[src/rtl/mdu_iter_if.sv]
// Register-file side bundle of the iterative multiply/divide unit.
// The core drives requests (master); the MDU answers and writes back (slave).
interface mdu_iter_if #(
  parameter int unsigned XLEN = 32
) ();

  logic            start;
  logic            flush;
  logic [2:0]      op;
  logic [XLEN-1:0] rs1;
  logic [XLEN-1:0] rs2;
  logic [4:0]      rd;

  logic            busy;
  logic            done;
  logic            w_en;
  logic [4:0]      w_addr;
  logic [XLEN-1:0] w_data;

  modport master (
    output start, flush, op, rs1, rs2, rd,
    input  busy, done, w_en, w_addr, w_data
  );

  modport slave (
    input  start, flush, op, rs1, rs2, rd,
    output busy, done, w_en, w_addr, w_data
  );

endinterface

[src/rtl/mdu_iter.sv]
// Iterative RV32M multiply/divide unit producing one result bit per cycle.
// Multiply is shift-add on operand magnitudes, divide is restoring division;
// signs are re-applied once the XLEN iterations complete.
// Optional feature: define MDU_EARLY_OUT_EN to skip the iterations for a
// zero multiplier operand or a zero divisor.
module mdu_iter #(
  parameter int unsigned XLEN = 32
) (
  input  logic       clk,
  input  logic       rst,
  mdu_iter_if.slave  bus
);

  localparam int unsigned CW = $clog2(XLEN);
  localparam logic [CW-1:0] CNT_LAST = CW'(XLEN - 1);

  localparam logic [1:0] S_IDLE = 2'd0;
  localparam logic [1:0] S_CALC = 2'd1;
  localparam logic [1:0] S_FIN  = 2'd2;

  logic [1:0]      state_q, state_d;
  logic [CW-1:0]   cnt_q, cnt_d;
  logic [XLEN-1:0] hi_q, hi_d;      // product high half / partial remainder
  logic [XLEN-1:0] lo_q, lo_d;      // multiplier shifting out / dividend->quotient
  logic [XLEN-1:0] a_q, a_d;        // |A|, the multiplicand addend
  logic [XLEN-1:0] b_q, b_d;        // |B|, the divisor
  logic [XLEN-1:0] a_raw_q, a_raw_d;
  logic [2:0]      op_q, op_d;
  logic [4:0]      rd_q, rd_d;
  logic            neg_res_q, neg_res_d;
  logic            neg_rem_q, neg_rem_d;
  logic            b_zero_q, b_zero_d;

  logic            busy_q, busy_d;
  logic            done_q, done_d;
  logic            w_en_q, w_en_d;
  logic [4:0]      w_addr_q, w_addr_d;
  logic [XLEN-1:0] w_data_q, w_data_d;

  logic            a_sgn_c, b_sgn_c;
  logic            a_neg_c, b_neg_c;
  logic [XLEN-1:0] a_abs_c, b_abs_c;
  logic [XLEN:0]   mul_sum_c;
  logic [XLEN:0]   rem_shift_c;
  logic [XLEN-1:0] rem_diff_c;
  logic            rem_ge_c;
  logic [2*XLEN-1:0] prod_c, prod_s_c;
  logic [XLEN-1:0] quo_s_c, rem_s_c;
  logic [XLEN-1:0] result_c;
`ifdef MDU_EARLY_OUT_EN
  logic            early_c;
`endif

  // Operand signedness and magnitudes for the request on the bus
  always_comb begin
    if (bus.op[2]) begin
      a_sgn_c = ~bus.op[0];
      b_sgn_c = ~bus.op[0];
    end else begin
      a_sgn_c = (bus.op[1:0] != 2'b11);
      b_sgn_c = ~bus.op[1];
    end
    a_neg_c = a_sgn_c & bus.rs1[XLEN-1];
    b_neg_c = b_sgn_c & bus.rs2[XLEN-1];
    a_abs_c = a_neg_c ? (~bus.rs1 + XLEN'(1)) : bus.rs1;
    b_abs_c = b_neg_c ? (~bus.rs2 + XLEN'(1)) : bus.rs2;
  end

`ifdef MDU_EARLY_OUT_EN
  // Zero operands whose result needs no iteration
  always_comb begin
    if (bus.op[2]) early_c = (bus.rs2 == '0);
    else           early_c = (bus.rs1 == '0) || (bus.rs2 == '0);
  end
`endif

  // One iteration step of each datapath
  always_comb begin
    mul_sum_c   = {1'b0, hi_q} + (lo_q[0] ? {1'b0, a_q} : '0);
    rem_shift_c = {hi_q, lo_q[XLEN-1]};
    rem_ge_c    = (rem_shift_c >= {1'b0, b_q});
    rem_diff_c  = rem_shift_c[XLEN-1:0] - b_q;
  end

  // Final sign correction and special-case selection
  always_comb begin
    prod_c   = {hi_q, lo_q};
    prod_s_c = neg_res_q ? (~prod_c + (2*XLEN)'(1)) : prod_c;
    quo_s_c  = neg_res_q ? (~lo_q + XLEN'(1)) : lo_q;
    rem_s_c  = neg_rem_q ? (~hi_q + XLEN'(1)) : hi_q;
    if (!op_q[2]) begin
      result_c = (op_q[1:0] == 2'b00) ? prod_s_c[XLEN-1:0] : prod_s_c[2*XLEN-1:XLEN];
    end else if (b_zero_q) begin
      result_c = op_q[1] ? a_raw_q : '1;
    end else begin
      result_c = op_q[1] ? rem_s_c : quo_s_c;
    end
  end

  // Next-state, datapath and output logic
  always_comb begin
    state_d   = state_q;
    cnt_d     = cnt_q;
    hi_d      = hi_q;
    lo_d      = lo_q;
    a_d       = a_q;
    b_d       = b_q;
    a_raw_d   = a_raw_q;
    op_d      = op_q;
    rd_d      = rd_q;
    neg_res_d = neg_res_q;
    neg_rem_d = neg_rem_q;
    b_zero_d  = b_zero_q;
    busy_d    = busy_q;
    done_d    = 1'b0;
    w_en_d    = 1'b0;
    w_addr_d  = w_addr_q;
    w_data_d  = w_data_q;

    case (state_q)
      S_IDLE: begin
        if (bus.start && !bus.flush) begin
          state_d   = S_CALC;
          busy_d    = 1'b1;
          cnt_d     = '0;
          op_d      = bus.op;
          rd_d      = bus.rd;
          a_raw_d   = bus.rs1;
          a_d       = a_abs_c;
          b_d       = b_abs_c;
          hi_d      = '0;
          lo_d      = bus.op[2] ? a_abs_c : b_abs_c;
          neg_res_d = a_neg_c ^ b_neg_c;
          neg_rem_d = a_neg_c;
          b_zero_d  = (bus.rs2 == '0);
`ifdef MDU_EARLY_OUT_EN
          if (early_c) begin
            state_d = S_FIN;
            lo_d    = '0;
          end
`endif
        end
      end
      S_CALC: begin
        if (bus.flush) begin
          state_d = S_IDLE;
          busy_d  = 1'b0;
          cnt_d   = '0;
        end else begin
          if (!op_q[2]) begin
            hi_d = mul_sum_c[XLEN:1];
            lo_d = {mul_sum_c[0], lo_q[XLEN-1:1]};
          end else begin
            hi_d = rem_ge_c ? rem_diff_c : rem_shift_c[XLEN-1:0];
            lo_d = {lo_q[XLEN-2:0], rem_ge_c};
          end
          if (cnt_q == CNT_LAST) begin
            state_d = S_FIN;
            cnt_d   = '0;
          end else begin
            cnt_d = cnt_q + CW'(1);
          end
        end
      end
      S_FIN: begin
        state_d = S_IDLE;
        busy_d  = 1'b0;
        if (!bus.flush) begin
          done_d   = 1'b1;
          w_en_d   = (rd_q != 5'd0);
          w_addr_d = rd_q;
          w_data_d = result_c;
        end
      end
      default: begin
        state_d = S_IDLE;
        busy_d  = 1'b0;
        cnt_d   = '0;
      end
    endcase
  end

  // State and output registers
  always_ff @(posedge clk or posedge rst) begin
    if (rst) begin
      state_q   <= S_IDLE;
      cnt_q     <= '0;
      hi_q      <= '0;
      lo_q      <= '0;
      a_q       <= '0;
      b_q       <= '0;
      a_raw_q   <= '0;
      op_q      <= '0;
      rd_q      <= '0;
      neg_res_q <= 1'b0;
      neg_rem_q <= 1'b0;
      b_zero_q  <= 1'b0;
      busy_q    <= 1'b0;
      done_q    <= 1'b0;
      w_en_q    <= 1'b0;
      w_addr_q  <= '0;
      w_data_q  <= '0;
    end else begin
      state_q   <= state_d;
      cnt_q     <= cnt_d;
      hi_q      <= hi_d;
      lo_q      <= lo_d;
      a_q       <= a_d;
      b_q       <= b_d;
      a_raw_q   <= a_raw_d;
      op_q      <= op_d;
      rd_q      <= rd_d;
      neg_res_q <= neg_res_d;
      neg_rem_q <= neg_rem_d;
      b_zero_q  <= b_zero_d;
      busy_q    <= busy_d;
      done_q    <= done_d;
      w_en_q    <= w_en_d;
      w_addr_q  <= w_addr_d;
      w_data_q  <= w_data_d;
    end
  end

  assign bus.busy   = busy_q;
  assign bus.done   = done_q;
  assign bus.w_en   = w_en_q;
  assign bus.w_addr = w_addr_q;
  assign bus.w_data = w_data_q;

endmodule

[src/flat_wrapper.sv]
// flat-port wrapper written by rule: the top's interface ports become plain ports
module mdu_iter_flat 
#(
  parameter int unsigned XLEN = 32
)
  (clk, rst, bus_start, bus_flush, bus_op, bus_rs1, bus_rs2, bus_rd, bus_busy, bus_done, bus_w_en, bus_w_addr, bus_w_data);
  mdu_iter_if #(.XLEN(XLEN)) bus_i ();
  input  logic clk;
  input  logic rst;
  input wire logic [$bits(bus_i.start)-1:0] bus_start;
  input wire logic [$bits(bus_i.flush)-1:0] bus_flush;
  input wire logic [$bits(bus_i.op)-1:0] bus_op;
  input wire logic [$bits(bus_i.rs1)-1:0] bus_rs1;
  input wire logic [$bits(bus_i.rs2)-1:0] bus_rs2;
  input wire logic [$bits(bus_i.rd)-1:0] bus_rd;
  output wire logic [$bits(bus_i.busy)-1:0] bus_busy;
  output wire logic [$bits(bus_i.done)-1:0] bus_done;
  output wire logic [$bits(bus_i.w_en)-1:0] bus_w_en;
  output wire logic [$bits(bus_i.w_addr)-1:0] bus_w_addr;
  output wire logic [$bits(bus_i.w_data)-1:0] bus_w_data;
  assign bus_i.start = bus_start;
  assign bus_i.flush = bus_flush;
  assign bus_i.op = bus_op;
  assign bus_i.rs1 = bus_rs1;
  assign bus_i.rs2 = bus_rs2;
  assign bus_i.rd = bus_rd;
  assign bus_busy = bus_i.busy;
  assign bus_done = bus_i.done;
  assign bus_w_en = bus_i.w_en;
  assign bus_w_addr = bus_i.w_addr;
  assign bus_w_data = bus_i.w_data;
  mdu_iter #(.XLEN(XLEN)) u_core (.clk(clk), .rst(rst), .bus(bus_i));
endmodule
[config.mk]
export PLATFORM = sky130hd
export DESIGN_NAME = mdu_iter_flat
export DESIGN_NICKNAME = d
export VERILOG_FILES = /design/src/rtl/mdu_iter_if.sv /design/src/rtl/mdu_iter.sv /design/src/flat_wrapper.sv
export SDC_FILE = /design/constraint.sdc
export NUM_CORES = 1
export LEC_CHECK = 0
export ABC_AREA = 1
export CAP_MARGIN = 20
export CORE_UTILIZATION = 35
export DETAILED_ROUTE_END_ITERATION = 10
export GPL_ROUTABILITY_DRIVEN = 1
export GPL_TIMING_DRIVEN = 0
export MAX_ROUTING_LAYER = met4
export PLACE_DENSITY = 0.48
export SKIP_CTS_REPAIR_TIMING = 1
export SKIP_LAST_GASP = 1
export SYNTH_ARGS = -nofsm -noshare
export SYNTH_HDL_FRONTEND = slang
export SYNTH_SLANG_ARGS = --single-unit
[constraint.sdc]
create_clock -name clk -period 7.97 [get_ports clk]
set_input_delay 1.1955 -clock clk [delete_from_list [all_inputs] [get_ports clk]]
set_output_delay 1.1955 -clock clk [all_outputs]
set_load 0.03 [all_outputs]
# After elaboration in Yosys (flattened, before gate mapping)

Index checks and enable logic that the tools add are counted.

Add/subtract/negate cells: 8
Magnitude comparators: 1
Eq/ne operators: 8
Muxes and demuxes: 38
Bitwise gates (word level): 12
Reduce and logical (&&, ||, !) cells: 13

Operators with widths:

| cell                                                  | count |
|---|---|
| 2-to-1 mux 32 bit                                     | 18 |
| adder 32 x 1 -> 32 bit, second input constant         | 4 |
| NOT 32 bit                                            | 4 |
| one-hot mux 32 bit (2 select lines)                   | 2 |
| adder 64 x 1 -> 64 bit, second input constant         | 1 |
| 2-to-1 mux 64 bit                                     | 1 |
| NOT 64 bit                                            | 1 |
| adder 32 x 33 -> 33 bit                               | 1 |
| >= comparator 33 x 32 -> 1 bit                        | 1 |
| zero test 32 bit                                      | 1 |
| subtractor 32 bit                                     | 1 |
| 2-to-1 mux 5 bit                                      | 3 |
| one-hot mux 5 bit (3 select lines)                    | 1 |
| AND reduction 2 bit                                   | 5 |
| 2-to-1 mux 1 bit                                      | 8 |
| 2-to-1 mux 2 bit                                      | 3 |
| inequality test 2 bit, second input constant          | 3 |
| adder 5 x 1 -> 5 bit, second input constant           | 1 |
| == test 5 bit, second input constant                  | 1 |
| nonzero test 5 bit                                    | 1 |
| zero test 2 bit                                       | 2 |
| NOT 1 bit                                             | 4 |
| one-hot mux 2 bit (2 select lines)                    | 1 |
| inequality test 3 x 2 -> 1 bit, second input constant | 1 |
| other kinds (10)                                      | 11 |

Register bits after elaboration: 218
Input port bits: 76
Output and inout bits: 40
Logic and storage cells: 97

# Depth between registers and ports, before layout

Gate-level depths: netlist of run 1.

Depth in word-level cells: 7
Gate-level depth with buffers: 19
Depth with buffers taken out: 17

# Worst setup path after synthesis of run 1

OpenSTA, ideal clock, no wires.

Kind: flip-flop to flip-flop
Start: reg u_core.lo_q[0]
End: reg u_core.hi_q[29]
Library setup time: 0.117 ns
Arrival time: 2.491 ns
Data required time: 7.853 ns
Slack: 5.362 ns
Stages on the path, launching flop included: 18
Path buffers: 2
Period minus slack after synthesis: 2.608 ns
Cell sequence: dfrtp_1 -> buf_2 -> clkbuf_1 -> nand2_1 -> inv_1 -> ha_1 -> inv_1 -> fa_1 -> o21ai_0 -> nand2_1 -> nand2_1 -> nand2_1 -> nand2_1 -> nand2_1 -> nand3_1 -> nand3_1 -> nand3_1 -> nand2_1

Word-level cells in the longest chain between the ends: 5

Ends and longest elaborated chain:

| what                                | RTL line        | RTL |
|---|---|---|
| from (decl)                         | mdu_iter.sv:24  | `logic [XLEN-1:0] lo_q, lo_d;` |
| from (signal assigned)              | mdu_iter.sv:207 | `lo_q <= lo_d;` |
| 2-to-1 mux 32 bit                   | mdu_iter.sv:79  | `mul_sum_c = {1'b0, hi_q} + (lo_q[0] ? {1'b0, a_q} : '0);` |
| adder 32 x 33 -> 33 bit             | mdu_iter.sv:79  |  |
| 2-to-1 mux 32 bit                   | mdu_iter.sv:150 | `if (!op_q[2]) begin` |
| 2-to-1 mux 32 bit                   | mdu_iter.sv:145 | `if (bus.flush) begin` |
| one-hot mux 32 bit (2 select lines) | mdu_iter.sv:120 | `case (state_q)` |
| to (signal assigned)                | mdu_iter.sv:206 | `hi_q <= hi_d;` |
| to (decl)                           | mdu_iter.sv:23  | `logic [XLEN-1:0] hi_q, hi_d;` |

No other way between the ends. The select of a mux whose other input is x is not followed.
A chain may end at the register's enable or synchronous reset.

# Worst setup path after layout of run 1

Start: reg u_core.lo_q[0]
End: reg u_core.hi_q[27]

Same word-level chain as after synthesis.

==> results of run 1 <==
==> layout make-up <==
cell class	instances	area (sq um)
Clock inverter	19	260
Sequential cell	217	5430
Inverter	467	1760
Timing Repair Buffer	116	1180
Buffer	129	552
Multi-Input combinational cell	2754	13000
Antenna cell	3	7.51
Clock buffer	31	721
Fill cell	6440	34200
Tap cell	765	957
==> registers in the layout, summed over array words and instances (netlist names) <==
name	cells
u_core.hi_q	32
u_core.state_q	2
u_core.b_q	32
u_core.a_q	32
u_core.lo_q	32
u_core.neg_rem_q	1
u_core.rd_q	5
u_core.cnt_q	5
u_core.neg_res_q	1
u_core.b_zero_q	1
u_core.bus.w_addr	5
u_core.a_raw_q	31
u_core.bus.w_data	32
u_core.bus.done	1
u_core.op_q	3
u_core.bus.w_en	1
u_core.bus.busy	1
==> power groups by stage <==
stage	Clock, mW	Combinational (mW)	Sequential [mW]
after floorplan	0	4.52	2.12
after detailed placement	0	7.46	2.24
after global placement	0	7.43	2.22
after global routing	1.45	8.33	2.29
after CTS	1.39	7.49	2.23
final	1.39	7.75	2.26
==> cells by family (layout without fill, tap and decap cells) <==
group,Yosys count,count (layout),share of synthesized area [%]
simple gates,2127,2127,42.6
buf+inv,596,762,11.1
compound gates,482,482,12.6
flops,217,217,26.1
xor+xnor,73,73,3.08
fa+ha+maj,72,72,4.41
other cells,0,3,0
==> layout by cell type (no fill, tap or decap), drive strengths merged, types with 12 or more instances in the layout <==
cell type and count:
a21oi 161, a31oi 43, buf 49, clkbuf 112, clkdlybuf4s50 115, clkinv 12
dfrtp 217, ha 70, inv 468, nand2 1186, nand3 396, nand3b 13
nand4 50, nor2 441, nor3 27, o211ai 34, o21ai 224, xor2 64
==> through the flow <==
step	hold WS, ps	TNS [ps]
finish	474	0
global route	489	0
CTS	471	0
detailed placement	455	0
global placement	453	-415840
floorplan	437	0
==> cells in the mapped netlist (2+ instances only) <==
| library cell | instances | area share (%) |
|---|---|---|
| buf_2 | 27 | 0.65 |
| ha_1 | 70 | 4.2 |
| nor4_1 | 2 | 0.060 |
| or2_2 | 6 | 0.18 |
| nor3_1 | 26 | 0.63 |
| clkinv_1 | 3 | 0.054 |
| inv_1 | 457 | 8.3 |
| nor2_8 | 3 | 0.29 |
| nand3b_1 | 13 | 0.47 |
| nand4_1 | 49 | 1.5 |
| o21bai_1 | 7 | 0.25 |
| nand2_1 | 1183 | 21 |
| o21ai_0 | 216 | 5.2 |
| clkbuf_1 | 81 | 1.5 |
| and2_1 | 4 | 0.12 |
| dfrtp_1 | 217 | 26 |
| fa_1 | 2 | 0.19 |
| a21boi_0 | 2 | 0.072 |
| nor2_4 | 4 | 0.22 |
| buf_6 | 4 | 0.22 |
| xnor2_1 | 9 | 0.38 |
| xor2_1 | 64 | 2.7 |
| a21oi_1 | 160 | 3.9 |
| buf_1 | 16 | 0.29 |
| a31oi_1 | 43 | 1.3 |
| nand3_1 | 395 | 9.5 |
| and3_1 | 2 | 0.060 |
| nor2_2 | 4 | 0.12 |
| o211ai_1 | 34 | 1.2 |
| o21ai_1 | 7 | 0.17 |
| o31ai_1 | 4 | 0.14 |
| inv_2 | 6 | 0.11 |
| nor2_1 | 430 | 7.8 |
==> worst paths after layout <==
path	start	endpoint	slack, ps
max	u_core.lo_q[0]	u_core.hi_q[27]	4210
min	u_core.a_raw_q[7]	u_core.a_raw_q[7]	470
max reg2reg	u_core.lo_q[0]	u_core.hi_q[27]	4210
min reg2reg	u_core.a_raw_q[7]	u_core.a_raw_q[7]	470
max in group asynchronous	rst	u_core.hi_q[19]	5670
min in group asynchronous	rst	u_core.bus.w_addr[3]	1120
==> routing by layer <==
layer / track usage (%) / share of wire, % / vias up
li1: - / - / 11700
met1: 53.8 / 45 / 12000
met2: 55.2 / 41 / 1257
met3: 6.58 / 9.1 / 212
met4: 14.7 / 4.5 / 0
met5: - / 0 / -
==> critical path, cell delays in order, from the launching register on <==
cell	delay, ps
dfrtp_1	320
buf_2	220
clkbuf_1	380
nand2_1	90
inv_1	70
ha_1	250
inv_1	100
fa_1	440
o21ai_0	590
nand2_1	110
nand2_1	240
nand2_1	100
nand2_1	170
nand3_1	140
nand3_1	110
nand3_1	70
nand3_1	160
nand2_1	70
==> results.toml, run 1 <==
[routing]
vias_per_cell = 5.60
vias = 25200
routed_wl_mm = 114
wl_per_cell_um = 25.4
drc = 0
drt_first_pass_iters = 6
drt-initial-drc-count = 3120
antenna_left = 0

[power_and_ir_drop]
power.share.switching_pct = 59.9
p_int_mw = 4.57
ir_drop_mv = 0.205
p_switching_mw = 6.83
p_total_mw = 11.4
seqPwrFrac_pct = 19.8
power_density_nw_per_um2 = 477
power.share.combinational_pct = 68.0
p_leak_nw = 12.3
pwr-share-clk_pct = 12.2

[floorplanning]
num_rows = 88
die_area_sq_um = 60300
start_util_pct = 35.7
die_w_um = 246
ioPinCount = 116
die_y_um = 246
fp.coreArea_sq_um = 58100

[cts]
numCtsBuffers = 27
cts_root_buf = "clkbuf_16"
clk_pin_slew_worst_paths_ps = 60
clock_sinks = 217
cts_tree = "done"
h-tree-depth = 1
clk_latency_ps = 600
clock_path_buffers = 3

[logic_synthesis]
ys_seq_area_share_pct = 26.1
synthArstFlopShare_pct = 100
synth-seq-cells = 217
synth-edff-count = 0
syn_area_per_cell_sq_um = 5.82
ys_warn_count = 0
syn_inst = 3567
synth_area_sq_um = 20800
synth_ff_type = "dfrtp_1"
ys_types = 50
syn-num-nets = 3715

[cells_and_area]
area.growth.synth_to_final_pct = 15.1
fin_area_sq_um = 23900
drive_gt1_share_pct = 3.08
final_cells = 4501
nNetsFinal = 3860
post-route-util_pct = 41.1

[global_route]
grt_antenna_before_repair = 3
grt_max_degree = 128
grt_pass1_vias = 23300
grt_pass1_wl_mm = 163
globalRoute.totalOverflow = 0
gr-usage-all-layers_pct = 38.6

[worst_setup_path]
worstPathArrival_ps = 4220
r2r_cells = 17
startpoint_type = "flip-flop"
worstPathRequired_ps = 8440
end_kind = "flip-flop"
criticalPathCategory = "reg -> reg"
path_max_fanout = 10

[sta]
finalSetupViolCount = 0
min_period_over_period_pct = 47.1
fmax_ghz = 0.266
setup_slack_ps = 4210
finalClockSkew_ps = 23.8
rsz0062_at_grt = "no"
maxSlewViolCount = 0
hold_viol = 0
min_period_ps = 3760
worst_pin_slew_ps = 1120
max_slew_margin_pct = 25.2

[status]
status = "complete, no violations"

[placement]
portBuffers = 115
place_ws_ps = 3750
dp_hpwl_mm = 94.4
place_congestion = 1.07
dp.cells = 4448
dpl_cell_area_sq_um = 22900

[worst_hold_path]
hp-class = "reg -> reg"
holdPathStages = 2

[run]
max-cap-violations = 0
No activity file was read; power rests on OpenSTA's default activity.
==> inputs of run 2 (changes only) <==
==> constraint.sdc (replaced) <==
create_clock -name clk -period 3.94 [get_ports clk]
set_input_delay 0.591 -clock clk [delete_from_list [all_inputs] [get_ports clk]]
set_output_delay 0.591 -clock clk [all_outputs]
set_load 0.03 [all_outputs]
==> results.toml, run 2 (synthesized netlist as in run 1, its figures left out) <==
[sta]
finalClockSkew_ps = 18.3
hold_viol = 0
finalSetupViolCount = 0
maxSlewViolCount = 0
rsz0062_at_grt = "no"
worst_pin_slew_ps = 1120
min_period_over_period_pct = 95.7
fmax_ghz = 0.265
min_period_ps = 3770
setup_slack_ps = 168
max_slew_margin_pct = 25.6

[cts]
clock_path_buffers = 3
clk_pin_slew_worst_paths_ps = 60
cts_root_buf = "clkbuf_16"
cts_tree = "done"
numCtsBuffers = 27
h-tree-depth = 1
clock_sinks = 217
clk_latency_ps = 600

[power_and_ir_drop]
p_leak_nw = 12.3
power.share.switching_pct = 60.3
power_density_nw_per_um2 = 961
seqPwrFrac_pct = 20.1
ir_drop_mv = 0.503
pwr-share-clk_pct = 11.5
power.share.combinational_pct = 68.4
p_int_mw = 9.13
p_switching_mw = 13.9

[floorplanning]
ioPinCount = 116
die_area_sq_um = 60300
die_w_um = 246
fp.coreArea_sq_um = 58100
start_util_pct = 35.7
die_y_um = 246
num_rows = 88

[routing]
routed_wl_mm = 117
vias = 25500
drt_first_pass_iters = 6
vias_per_cell = 5.67
antenna_left = 0
drc = 0
wl_met2_mm = 47.9
wl_per_cell_um = 25.9
drt-initial-drc-count = 2729
top_layer = "met4"
dr_wl_met3_mm = 11.8
wl_met1_mm = 51.7

[placement]
dp.cells = 4455
dp_hpwl_mm = 96.6
portBuffers = 115
place_ws_ps = 97.8
place_congestion = 1.10
dpl_cell_area_sq_um = 23000

[worst_hold_path]
hp-class = "in -> async"

[worst_setup_path]
path_buf_inv = 4
worstPathRequired_ps = 4410
path_delay_family = "simple AND/OR/NAND/NOR gates"
crit_path_max_incr_delay_ps = 490
cp_cell_sequence = "buf_2, clkbuf_1, nand2_1, inv_1, ha_1, inv_1, fa_1, o21ai_1, nand2_1, nand2_1, nand2_1, nand2_1, nand2_1, nand3_1, nand3_1, nand3_1, nand2_1"
path_max_fanout = 10
worstPathArrival_ps = 4240
criticalPathCategory = "reg -> reg"
end_kind = "flip-flop"
startpoint_type = "flip-flop"
r2r_cells = 17
path_common_cell = "nand2_1"
rr_endpoint = "u_core.hi_q[29]"
r2r_start = "u_core.lo_q[0]"
slowest_stage = "fa_1"
rrSetupSlack_ps = 170

[global_route]
grt_pass1_wl_mm = 166
grt_antenna_before_repair = 4
gr-usage-all-layers_pct = 39.4
globalRoute.totalOverflow = 0
grt_pass1_vias = 23400
grt_max_degree = 43

[cells_and_area]
multi_input_area_sq_um = 13000
area.growth.synth_to_final_pct = 15.4
final_cell_mix = "nand2_1 (1183), inv_1 (456), nor2_1 (430), nand3_1 (395), dfrtp_1 (217)"
drive_gt1_share_pct = 3.16
final_cells = 4507
fin_area_sq_um = 24000
fillCellCount = 6516
layout_commonest_cell = "nand2_1"
regArea_sq_um = 5430
post-route-util_pct = 41.2
nNetsFinal = 3867

[run]
max-cap-violations = 0

[status]
status = "complete, no violations"
## run 2: layout make-up
| cell class | instances | share of cell area, % |
|---|---|---|
| Buffer | 129 | 2.30 |
| Sequential cell | 217 | 22.7 |
| Clock buffer | 34 | 3.05 |
| Antenna cell | 3 | 0.0313 |
| Inverter | 467 | 7.34 |
| Clock inverter | 15 | 0.757 |
| Tap cell | 765 | 3.99 |
| Multi-Input combinational cell | 2754 | 54.4 |
| Timing Repair Buffer | 123 | 5.46 |
## run 2: worst max path at each step
stage	start	endpoint	slack [ps]	cells after the start
floorplan	rst	u_core.a_q[0]	520	1
global placement	rst	u_core.bus.w_addr[3]	-1390	2
detailed placement	u_core.lo_q[0]	u_core.hi_q[29]	100	17
CTS	u_core.lo_q[0]	u_core.hi_q[29]	70	17
global route	u_core.lo_q[0]	u_core.hi_q[27]	20	17
finish	u_core.lo_q[0]	u_core.hi_q[29]	170	17
## run 2: stage by stage
stage	power [mW]	hold slack [ps]	setup TNS (ps)
2_1_floorplan	13.4	437	0
4_1_cts	22.4	289	0
3_3_place_gp	19.6	453	-290010
5_1_grt	24.4	322	0
6_report	23.0	310	0
3_5_place_dp	19.7	459	0
## run 2: power groups by stage
stage | sequential [mW] | clock [mW] | combinational [mW]
2_1_floorplan | 4.29 | 0 | 9.15
3_3_place_gp | 4.55 | 0 | 15.1
3_5_place_dp | 4.58 | 0 | 15.1
4_1_cts | 4.55 | 2.68 | 15.2
5_1_grt | 4.67 | 2.78 | 16.9
6_report | 4.62 | 2.64 | 15.8
## run 2: layer usage
layer	vias to the layer above	track usage (%)
li1	11700	-
met1	12200	54.3
met2	1364	55.7
met3	227	8.72
met4	0	14.8
met5	-	-
## run 2: worst register-to-register path, delay by kind of cell, from the launching register on
| kind | cells | cell delay (ps) |
|---|---|---|
| and+or+nand+nor | 10 | 1280 |
| buffers and inverters | 4 | 830 |
| adders and majority gates | 2 | 790 |
| AOI/OAI and AO/OA | 1 | 450 |
| DFF | 1 | 310 |
